### src/rtl/axis_reg_slice.sv
// AXI4-Stream register slice with three build-time flavours:
//   MODE 0: wires only, MODE 1: single forward register,
//   MODE 2: two-entry skid buffer with a registered s_tready.
// Beat and packet counters observe transfers on the m_ side in every mode.
module axis_reg_slice #(
    parameter int DATA_WIDTH = 8,
    parameter int MODE       = 2,
    parameter int CNT_WIDTH  = 32
) (
    input  logic                    clk,
    input  logic                    reset,
    input  logic [DATA_WIDTH-1:0]   s_tdata,
    input  logic [DATA_WIDTH/8-1:0] s_tkeep,
    input  logic                    s_tlast,
    input  logic                    s_tvalid,
    output logic                    s_tready,
    output logic [DATA_WIDTH-1:0]   m_tdata,
    output logic [DATA_WIDTH/8-1:0] m_tkeep,
    output logic                    m_tlast,
    output logic                    m_tvalid,
    input  logic                    m_tready,
    output logic [1:0]              occupancy,
    output logic [CNT_WIDTH-1:0]    pkt_count,
    output logic [CNT_WIDTH-1:0]    beat_count
);

    localparam int KEEP_WIDTH = DATA_WIDTH / 8;
    localparam logic [CNT_WIDTH-1:0] CNT_ONE = CNT_WIDTH'(1);

    logic                 m_xfer;
    logic [CNT_WIDTH-1:0] pkt_count_reg;
    logic [CNT_WIDTH-1:0] beat_count_reg;

    assign m_xfer     = m_tvalid && m_tready;
    assign pkt_count  = pkt_count_reg;
    assign beat_count = beat_count_reg;

    // Free-running counters of downstream beats and packets; wrap naturally.
    always_ff @(posedge clk) begin
        if (reset) begin
            pkt_count_reg  <= '0;
            beat_count_reg <= '0;
        end else if (m_xfer) begin
            beat_count_reg <= beat_count_reg + CNT_ONE;
            if (m_tlast) begin
                pkt_count_reg <= pkt_count_reg + CNT_ONE;
            end
        end
    end

    generate
        if (MODE == 0) begin : g_bypass
            assign m_tdata   = s_tdata;
            assign m_tkeep   = s_tkeep;
            assign m_tlast   = s_tlast;
            assign m_tvalid  = s_tvalid;
            assign s_tready  = m_tready;
            assign occupancy = 2'd0;
        end else if (MODE == 1) begin : g_forward
            logic [DATA_WIDTH-1:0] data_reg;
            logic [KEEP_WIDTH-1:0] keep_reg;
            logic                  last_reg;
            logic                  valid_reg;

            // Accept whenever the register is empty or drains this cycle.
            assign s_tready  = !reset && (!valid_reg || m_tready);
            assign m_tdata   = data_reg;
            assign m_tkeep   = keep_reg;
            assign m_tlast   = last_reg;
            assign m_tvalid  = valid_reg;
            assign occupancy = {1'b0, valid_reg};

            // Output register: load on upstream transfer, clear when drained.
            always_ff @(posedge clk) begin
                if (reset) begin
                    data_reg  <= '0;
                    keep_reg  <= '0;
                    last_reg  <= 1'b0;
                    valid_reg <= 1'b0;
                end else if (s_tvalid && s_tready) begin
                    data_reg  <= s_tdata;
                    keep_reg  <= s_tkeep;
                    last_reg  <= s_tlast;
                    valid_reg <= 1'b1;
                end else if (m_tready) begin
                    valid_reg <= 1'b0;
                end
            end
        end else begin : g_skid
            typedef enum logic [1:0] {
                EMPTY = 2'd0,
                ONE   = 2'd1,
                FULL  = 2'd2
            } state_t;

            state_t                state_reg;
            state_t                state_next;
            logic                  ready_reg;
            logic                  s_xfer;
            logic                  load_from_in;
            logic                  load_from_skid;
            logic                  load_skid;
            logic [DATA_WIDTH-1:0] out_data_reg;
            logic [KEEP_WIDTH-1:0] out_keep_reg;
            logic                  out_last_reg;
            logic [DATA_WIDTH-1:0] skid_data_reg;
            logic [KEEP_WIDTH-1:0] skid_keep_reg;
            logic                  skid_last_reg;

            assign s_tready  = ready_reg;
            assign s_xfer    = s_tvalid && ready_reg;
            assign m_tvalid  = (state_reg != EMPTY);
            assign m_tdata   = out_data_reg;
            assign m_tkeep   = out_keep_reg;
            assign m_tlast   = out_last_reg;
            assign occupancy = state_reg;

            // State register plus registered ready derived from the next state.
            always_ff @(posedge clk) begin
                if (reset) begin
                    state_reg <= EMPTY;
                    ready_reg <= 1'b0;
                end else begin
                    state_reg <= state_next;
                    ready_reg <= (state_next != FULL);
                end
            end

            // Next-state and datapath steering decisions.
            always_comb begin
                state_next     = state_reg;
                load_from_in   = 1'b0;
                load_from_skid = 1'b0;
                load_skid      = 1'b0;
                case (state_reg)
                    EMPTY: begin
                        if (s_xfer) begin
                            load_from_in = 1'b1;
                            state_next   = ONE;
                        end
                    end
                    ONE: begin
                        if (s_xfer && m_xfer) begin
                            load_from_in = 1'b1;
                        end else if (s_xfer) begin
                            load_skid  = 1'b1;
                            state_next = FULL;
                        end else if (m_xfer) begin
                            state_next = EMPTY;
                        end
                    end
                    FULL: begin
                        // ready is low here, so no upstream beat can arrive.
                        if (m_xfer) begin
                            load_from_skid = 1'b1;
                            state_next     = ONE;
                        end
                    end
                    default: begin
                        state_next = EMPTY;
                    end
                endcase
            end

            // Output and skid payload registers.
            always_ff @(posedge clk) begin
                if (reset) begin
                    out_data_reg  <= '0;
                    out_keep_reg  <= '0;
                    out_last_reg  <= 1'b0;
                    skid_data_reg <= '0;
                    skid_keep_reg <= '0;
                    skid_last_reg <= 1'b0;
                end else begin
                    if (load_from_in) begin
                        out_data_reg <= s_tdata;
                        out_keep_reg <= s_tkeep;
                        out_last_reg <= s_tlast;
                    end else if (load_from_skid) begin
                        out_data_reg <= skid_data_reg;
                        out_keep_reg <= skid_keep_reg;
                        out_last_reg <= skid_last_reg;
                    end
                    if (load_skid) begin
                        skid_data_reg <= s_tdata;
                        skid_keep_reg <= s_tkeep;
                        skid_last_reg <= s_tlast;
                    end
                end
            end
        end
    endgenerate

endmodule

### config.mk
export PLATFORM = sky130hd
export DESIGN_NAME = axis_reg_slice
export DESIGN_NICKNAME = d
export VERILOG_FILES = /design/src/rtl/axis_reg_slice.sv
export SDC_FILE = /design/constraint.sdc
export NUM_CORES = 1
export LEC_CHECK = 0
export BUFFER_PORTS_ARGS = -buffer_cell sky130_fd_sc_hd__buf_2
export CAP_MARGIN = 15
export CELL_PAD_IN_SITES_DETAIL_PLACEMENT = 0
export CELL_PAD_IN_SITES_GLOBAL_PLACEMENT = 1
export CORE_UTILIZATION = 30
export CTS_CLUSTER_DIAMETER = 120
export DETAILED_ROUTE_END_ITERATION = 10
export GPL_TIMING_DRIVEN = 0
export PLACE_DENSITY_LB_ADDON = 0.1
export SLEW_MARGIN = 40
export SYNTH_ARGS = -nofsm -noshare
export SYNTH_HDL_FRONTEND = slang
export SYNTH_SLANG_ARGS = --single-unit
### constraint.sdc
create_clock -name clk -period 2.27 [get_ports clk]
set_input_delay 0.227 -clock clk [delete_from_list [all_inputs] [get_ports clk]]
set_output_delay 0.227 -clock clk [all_outputs]
set_load 0.05 [all_outputs]
==> key figures, run 1 <==
Outcome
  • Outcome: finished clean

Timing
  • Setup slack after layout: 142.1 ps
  • Max Freq: around 470 MHz
  • Fin. max-slew vios: 0
  • RSZ-0062 raised after global routing: false
  • Worst Tran Pin Value: 586.9 ps
  • Clock Skews: 7.021 ps
  • Final hold viol count: 0
  • Setup violations, final: 0
  • Final worst path period need: about 2100 ps
  • Final worst path period share: 0.9374
  • Worst slew margin: 0.6087

Floorplanning
  • Die height: 119.1 microns
  • Initial Util: 0.3091
  • Row cnt: 42
  • Die area: 14170 sq um
  • Chip width: 119.1 microns
  • I/O pins: 92
  • Core area: 13300 sq um

Flow run
  • Maxcap violations: 0

Finish
  • Area of the multi-input gates: about 2200 sq um
  • Layout area overhead: 25.11%
  • Core Util, Final: 0.3868
  • Share of layout cells above drive strength 1: 0.2548
  • Sequential standard cell area: 1749 sq um
  • Antenna diode count: 0
  • Final Net Count: 584
  • Fillers: 1399

Setup path
  • Nature of the critical path startpoint: flip-flop
  • Crit Path Category: reg2reg
  • Setup crit end kind: flip-flop
  • Critical Path AT: 2400 ps
  • Data required, critical path: 2540 ps
  • Crit path max fanout: 10

GRT
  • Largest net degree at the start of global routing: 15
  • GR peak layer: met2
  • Met2 Use GR: 0.2569
  • Global-route wire length before repair: 18580 microns
  • Vias in the first global route: 3587
  • Remaining global-route overflow: 0
  • Met1 global-route usage: 0.2230
  • Antenna violations before repair: 0
  • M3 GR Usage: 0.03831
  • Tot GR Track Use: 0.1663

Drt
  • WL final: 11390 microns
  • Wire length per cell: 15.21 microns
  • Vias per cell: 5.139
  • Initial DRT Pass Iterations: 6
  • DRC viols: 0
  • Post-DRT Antenna Nets: 0
  • DR vias: 3849
  • DRT iter0 DRCs: 168

Power and ir drop
  • Internal: approximately 0.0026 W
  • Gate power share: 0.067
  • Clock group share of total power: 0.471
  • Power share of the sequential group: 0.462
  • Pleak: roughly 1.9 nW
  • Cell Pwr Density: between 600 and 700 nW/um^2
  • Switch share: 0.2391
  • Peak supply drop: 0.0003465 V
  • Sw Pwr: 0.0008076 W

Yosys
  • Flops & latches, synth: 87
  • Syn_nets: between 400 and 500
  • Ranking of synthesized cells by area: dfxtp_1 (42%), or4_1 (5.3%), mux2i_1 (5.1%)
  • Post-Syn Area: 4110 sq um
  • Most numerous cell in the Yosys netlist: dfxtp_1
  • Post-synth EDFFs: 0
  • Syn avg cell area: 8.820 sq um
  • Post-synth ARST share: 0
  • Post-synth top area share: 0.4237
  • Cell taking the most area after synthesis: dfxtp_1
  • Top FF cell, synth: dfxtp_1
  • Sequential-to-total area share from yosys stat: 0.4237
  • Synth unique cells: 45
  • Commonest cells in the synthesized netlist: dfxtp_1 (87), nor2_1 (52), a21oi_1 (36)
  • Syn Inst Count: 466
  • YS warnings: 0

Placed design
  • DPL Wire Length: 8136 microns
  • GPL Wtd Cong: around 0.75
  • PortBufs: 90
  • Post-Place Setup Slack: -52.05 ps

Clocking
  • Clk_lat worst skew: 340 ps
  • CTS Buf Count: 9
  • Hold_buf cts: 0
  • # clock sinks: 87
  • CTS tree: yes
  • H-tree Lvls: 3
  • Worst-path clk slew: 60 ps
  • CTS root buf: clkbuf_16
  • Clk buf depth: 2

Hold path
  • Worst hold path class: in2reg
-- worst paths after layout --
kind              slack (ps)                 endpoint  cells past startpoint     startpoint
setup / recovery         140            pkt_count[22]                      5  pkt_count[13]
hold / removal           140  g_skid.skid_data_reg[3]                      3     s_tdata[3]
setup reg to reg         140            pkt_count[22]                      5  pkt_count[13]
hold reg to reg          480            pkt_count[31]                      2  pkt_count[31]
-- power groups by stage --
stage / clock, W / combinational (W) / sequential [W]
2_1_floorplan: 0 / 0.000101 / 0.00165
3_3_place_gp: 0 / 0.000228 / 0.00160
3_5_place_dp: 0 / 0.000230 / 0.00160
4_1_cts: 0.00165 / 0.000231 / 0.00156
5_1_grt: 0.00171 / 0.000246 / 0.00156
6_report: 0.00159 / 0.000225 / 0.00156
-- per-layer routing --
metal / part of all wire / up-vias
li1: - / 1935
met1: 0.48 / 1815
met2: 0.45 / 87
met3: 0.050 / 12
met4: 0.015 / 0
met5: 0 / -
-- layout by cell type, fill, tap and decap left out, drive strengths merged, types with 12 or more instances in the layout --
cell type and instances:
a21oi 36, mux2i 21, nor4 12, or3 12, nand3 21, nand4 14
nand2 25, or4 31, o31ai 25, xnor2 15, buf 104, dfxtp 87
nor2 52, clkbuf 28
-- cell families after synthesis --
logic type               after synthesis  share of synthesized area
AND/OR/NAND/NOR                      202                     0.2718
flip-flops                            87                     0.4237
AO/OA/AOI/OAI                         85                     0.1355
buffers and inverters                 39                    0.04292
multiplexers                          29                    0.07306
XOR/XNOR                              22                    0.04688
adder cells (fa/ha/maj)                2                   0.006087
-- critical path, stage by stage (launching register included) --
cell and delay (ps):
dfxtp_1 450, nand4_2 190, or4_1 550, buf_2 190
or4_1 510, a21oi_1 150
-- metrics by stage --
step,instance area (sq um),power (W),std cells,TNS [ps],hold slack [ps]
2_1_floorplan,4118,0.001756,466,0,374.1
3_3_place_gp,4788,0.001824,732,-77.05,459.9
3_5_place_dp,4788,0.001826,732,-52.05,473.2
4_1_cts,5116,0.003442,749,0,127.1
5_1_grt,5142,0.003517,749,0,139.7
6_report,5142,0.003377,749,0,137.5
-- what timing repair did --
item                                    CTS  global route
gates resized for setup                   1             6
buffers inserted                          1             0
endpoints found under the setup margin    3             6
-- final cells by class --
class / count / area share
inverters: 8 / 0.005839
repair buffers: 91 / 0.08905
plain buffers: 31 / 0.02871
flip-flops and latches: 87 / 0.3401
clock inverters: 6 / 0.01655
well taps: 176 / 0.04282
multi-input cells: 340 / 0.4324
clock buffers: 10 / 0.04453
Power figures use the tool's default switching activity.
==> run 2, diff against run 1 <==
MAX_ROUTING_LAYER = met4   (was unset)
SETUP_SLACK_MARGIN = 0.5   (was unset)
==> key figures, run 2 (synthesis gave the netlist of run 1 again) <==
Outcome
  • Outcome: finished clean

Drt
  • Initial DRT Pass Iterations: 4
  • DRT iter0 DRCs: 189
  • Post-DRT Antenna Nets: 0
  • Wire length per cell: roughly 16 microns
  • DR vias: between 4000 and 5000
  • Vias per cell: just over 5
  • WL final: 13080 microns
  • DRC viols: 0

Finish
  • Layout area overhead: 52.12%
  • Commonest non-fill, non-tap cell in the layout: buf_2
  • Antenna diode count: 0
  • Core Util, Final: 0.4703
  • Most frequent cells in the layout: buf_2 (92), buf_4 (57), nor2_1 (52)
  • Share of layout cells above drive strength 1: 0.4913
  • Final Net Count: 646
  • Post-route cell area: 6252 sq um

Clocking
  • Worst-path clk slew: 70 ps
  • Clk_lat worst skew: ~350 ps
  • CTS tree: yes
  • CTS Buf Count: 9
  • Clk buf depth: 2
  • CTS root buf: clkbuf_16
  • H-tree Lvls: 3
  • # clock sinks: 87

Placed design
  • DPL Wire Length: 8282 microns
  • Placed inst area: 5090 sq um
  • GPL Wtd Cong: 0.7469
  • PortBufs: 90

Timing
  • Final worst path period need: 1897 ps
  • Max Freq: 527.2 MHz
  • Hold_ws: 131.5 ps
  • Setup violations, final: 0
  • Final worst path period share: 0.8356
  • Fin. max-slew vios: 0
  • Setup_tns: 0 ps
  • Final hold viol count: 0
  • Clock Skews: approximately 14 ps
  • RSZ-0062 raised after global routing: true
  • Worst Tran Pin Value: ~700 ps
  • Worst slew margin: 0.5323

GRT
  • Global-route wire length before repair: between 20000 and 25000 microns
  • Tot GR Track Use: 0.1959
  • Remaining global-route overflow: 0
  • Largest net degree at the start of global routing: 15
  • Antenna violations before repair: 0
  • Vias in the first global route: 4139

Power and ir drop
  • Sw Pwr: 0.0008228 W
  • Final Power: 0.003214 W
  • Gate power share: 0.082
  • Clock group share of total power: 0.445
  • Switch share: 0.2560
  • Cell Pwr Density: a little over 500 nW/um^2
  • Power share of the sequential group: 0.473
  • Peak supply drop: 0.0002647 V
  • Internal: ~0.0024 W
  • Pleak: 2.460 nW

Floorplanning
  • Die height: 119.1 microns
  • Die area: 14170 sq um
  • Initial Util: 0.3091
  • Core area: approximately 13000 sq um
  • I/O pins: ~90
  • Chip width: between 100 and 150 microns
  • Row cnt: 42

Flow run
  • Maxcap violations: 0

Hold path
  • Worst hold path class: in2reg

Setup path
  • Setup crit end kind: flip-flop
  • Crit Path Category: reg2reg
  • Data required, critical path: 2550 ps
  • Nature of the critical path startpoint: flip-flop
  • Crit path max fanout: 6
  • Critical Path AT: ~2200 ps
==> run 2: worst paths after layout <==
check	endpoint	startpoint	slack [ps]	depth (start not counted)
max	pkt_count[31]	pkt_count[4]	370	5
min	g_skid.skid_keep_reg	s_tkeep	130	3
max reg2reg	pkt_count[31]	pkt_count[4]	370	5
min reg2reg	beat_count[31]	beat_count[31]	490	2
==> run 2: power by group through the flow <==
stage / combinational [W] / sequential [W] / clock, W
final: 0.000262 / 0.00152 / 0.00143
after global placement: 0.000231 / 0.00156 / 0
after detailed placement: 0.000234 / 0.00156 / 0
after CTS: 0.000256 / 0.00152 / 0.00148
after global routing: 0.000281 / 0.00152 / 0.00155
after floorplan: 0.000103 / 0.00162 / 0
==> run 2: per-layer routing <==
layer / vias up / wire, microns / global-route usage / part of all wire
met4: 0 / 193 / 0.07753 / 0.015
met2: 87 / 6239 / 0.3103 / 0.48
met1: 2013 / 6149 / 0.2493 / 0.47
met3: 14 / 498 / 0.03113 / 0.038
li1: 2059 / - / - / -
met5: - / 0 / - / 0
==> run 2: critical path, cell delays in order (launching register included) <==
cell and delay (ps):
dfxtp_4 350, nand4_1 130, buf_6 150, or4_4 570, or4_4 500, a21oi_2 120
==> run 2: cell type report <==
| cell class | count | area (sq um) |
|---|---|---|
| timing repair buffer | 153 | 960.9 |
| clock inverter | 6 | 32.53 |
| fill | 1318 | 7043 |
| multi-input combinational | 340 | 2582 |
| sequential | 87 | 1892 |
| buffer | 31 | 284.0 |
| inverter | 8 | 30.03 |
| tap | 176 | 220.2 |
| clock buffer | 10 | 250.2 |
==> run 2: through the flow <==
| stage | std cells | setup slack, ps |
|---|---|---|
| after floorplan | 466 | 306.5 |
| after global placement | 732 | 250.0 |
| after detailed placement | 732 | 240.1 |
| after CTS | 807 | 369.4 |
| after global routing | 811 | 308.9 |
| final | 811 | 373.1 |
==> run 2: repair_timing <==
action                                  CTS  global route
pin swaps                                37            13
endpoints found under the setup margin   47            60
buffers inserted                         57             2
resized for setup                        35            66
hold buffers                              0             0
gates cloned                              2             2
==> run 3, diff against run 2 <==
clock period = 1.6 ns   (was 2.27 ns; I/O delays follow)
==> key figures, run 3 (synthesis gave the netlist of run 1 again) <==
Flow run
  • Maxcap violations: 0

Power and ir drop
  • Peak supply drop: 0.0005573 V
  • Pleak: ~2.8 nW
  • Cell Pwr Density: 658.3 nW/um^2
  • Final Power: 0.004884 W

Setup path
  • Slowest stage delay, CP: 580 ps
  • Nature of the critical path startpoint: flip-flop
  • Crit Path Category: reg2reg
  • Slowest cell on crit path: or4_4
  • Setup crit end kind: flip-flop
  • CP bufs+invs: 1
  • Data required, critical path: 1870 ps
  • Most common cell on crit path: or4_4
  • Critical Path AT: 2170 ps
  • Delay-heaviest family, CP: simple AND/OR/NAND/NOR gates
  • Crit path cell chain: nand3_4, or4_4, buf_6, or4_4, a21oi_2
  • Crit path max fanout: 7

Placed design
  • PortBufs: 90
  • GPL Wtd Cong: between 0.7 and 0.8
  • DPL Wire Length: 8506 microns
  • Post-Place Setup Slack: -442.1 ps

Drt
  • Met3 wire length: 535 microns
  • Initial DRT Pass Iterations: 4
  • Vias per cell: 5.138
  • Met2 wire len: 6618 microns
  • DRC viols: 0
  • WL final: ~14000 microns
  • Top sig layer: met4
  • DR vias: between 4000 and 5000
  • DRT iter0 DRCs: 205
  • M1 WL: 6475 microns
  • Wire length per cell: 16.81 microns
  • Post-DRT Antenna Nets: 0

Timing
  • Fin. max-slew vios: 0
  • Final worst path period share: 1.191
  • Final worst path period need: 1905 ps
  • Setup slack after layout: -305.0 ps
  • Setup_tns: -10260 ps
  • Max Freq: 524.9 MHz
  • Setup violations, final: 65
  • Final hold viol count: 0
  • Clock Skews: between 7 and 8 ps
  • Worst Tran Pin Value: around 710 ps
  • RSZ-0062 raised after global routing: true
  • Worst slew margin: 0.5241

Clocking
  • Hold_buf cts: 0
  • CTS tree: yes
  • Clk buf depth: 2
  • CTS Buf Count: 9
  • Worst-path clk slew: 70 ps
  • CTS root buf: clkbuf_16
  • H-tree Lvls: 3
  • Clk_lat worst skew: 340 ps
  • # clock sinks: 87

Hold path
  • Worst hold path class: in2reg

Finish
  • Most frequent cells in the layout: buf_6 (76), buf_4 (56), nor2_1 (48)
  • Antenna diode count: 0
  • Commonest non-fill, non-tap cell in the layout: buf_6
  • Layout area overhead: 80.49%
  • Share of layout cells above drive strength 1: 0.5794
  • Core Util, Final: 0.5580
  • Final Net Count: 660

Floorplanning
  • Core area: between 10000 and 15000 sq um
  • I/O pins: 92
  • Die area: 14170 sq um
  • Initial Util: 0.3091
  • Row cnt: 42
  • Chip width: 119.1 microns
  • Die height: 119.1 microns

GRT
  • Global-route wire length before repair: 21780 microns
  • Tot GR Track Use: 0.2009
  • Largest net degree at the start of global routing: 15
  • Vias in the first global route: 4195
  • Antenna violations before repair: 0
  • Remaining global-route overflow: 0

Outcome
  • Failing checks: setup timing
  • Outcome: complete, but fails checks
## run 3: cell count changes in the layout (fill, tap and decap cells not counted), moves of 8 or more
| cell | delta |
|---|---|
| dfxtp_4 | +8 |
| buf_8 | +28 |
| buf_6 | +62 |
| dfxtp_1 | -16 |
| buf_2 | -80 |
| dfxtp_2 | +8 |
## run 3: timing repair
item	in CTS	in global routing
endpoints found under the hold margin	0	0
cloned	4	0
pin swaps	40	31
buffers inserted	55	18
gates resized for setup	261	86
setup endpoints to repair	164	131
## run 3: final cells by class
| cell class | count | area, sq um |
|---|---|---|
| well taps | 176 | 220.2 |
| repair buffers | 167 | 1715 |
| clock inverters | 5 | 53.80 |
| plain buffers | 31 | 352.8 |
| flip-flops and latches | 87 | 1932 |
| fillers | 1169 | 5877 |
| inverters | 8 | 30.03 |
| multi-input cells | 340 | 2850 |
| clock buffers | 11 | 264.0 |
## run 3: path summary, 6_finish.rpt
kind / cells past startpoint / slack, ps / end / start
hold reg to reg: 2 / 480 / pkt_count[31] / pkt_count[31]
setup / recovery: 5 / -300 / beat_count[23] / beat_count[6]
setup reg to reg: 5 / -300 / beat_count[23] / beat_count[6]
hold / removal: 3 / 80 / g_skid.skid_data_reg[6] / s_tdata[6]
## run 3: routing by layer
| layer | global-route usage | vias to the layer above |
|---|---|---|
| met5 | - | - |
| met4 | 0.08623 | 0 |
| met3 | 0.03496 | 17 |
| met2 | 0.3118 | 82 |
| met1 | 0.2561 | 2054 |
| li1 | - | 2086 |
## run 3: worst reg2reg max path, stage by stage, from the launching register on
cell and delay [ps]:
dfxtp_4 370, nand3_4 140, or4_4 580, buf_6 150, or4_4 470, a21oi_2 120
## run 3: where the power goes
part,leakage [nW],switching [W],internal (W),total [W]
sequential,0.749,0.0000258,0.00213,0.00215
clock,0.160,0.000918,0.00134,0.00226
combinational,1.92,0.000285,0.000186,0.000471
## run 3: stage by stage
step           cells  hold slack [ps]  area (sq um)
6_report         825            77.58          7418
5_1_grt          825            86.39          7418
4_1_cts          807            54.94          6940
3_5_place_dp     732            416.4          5235
3_3_place_gp     732            411.1          5235
2_1_floorplan    466            307.1          4564
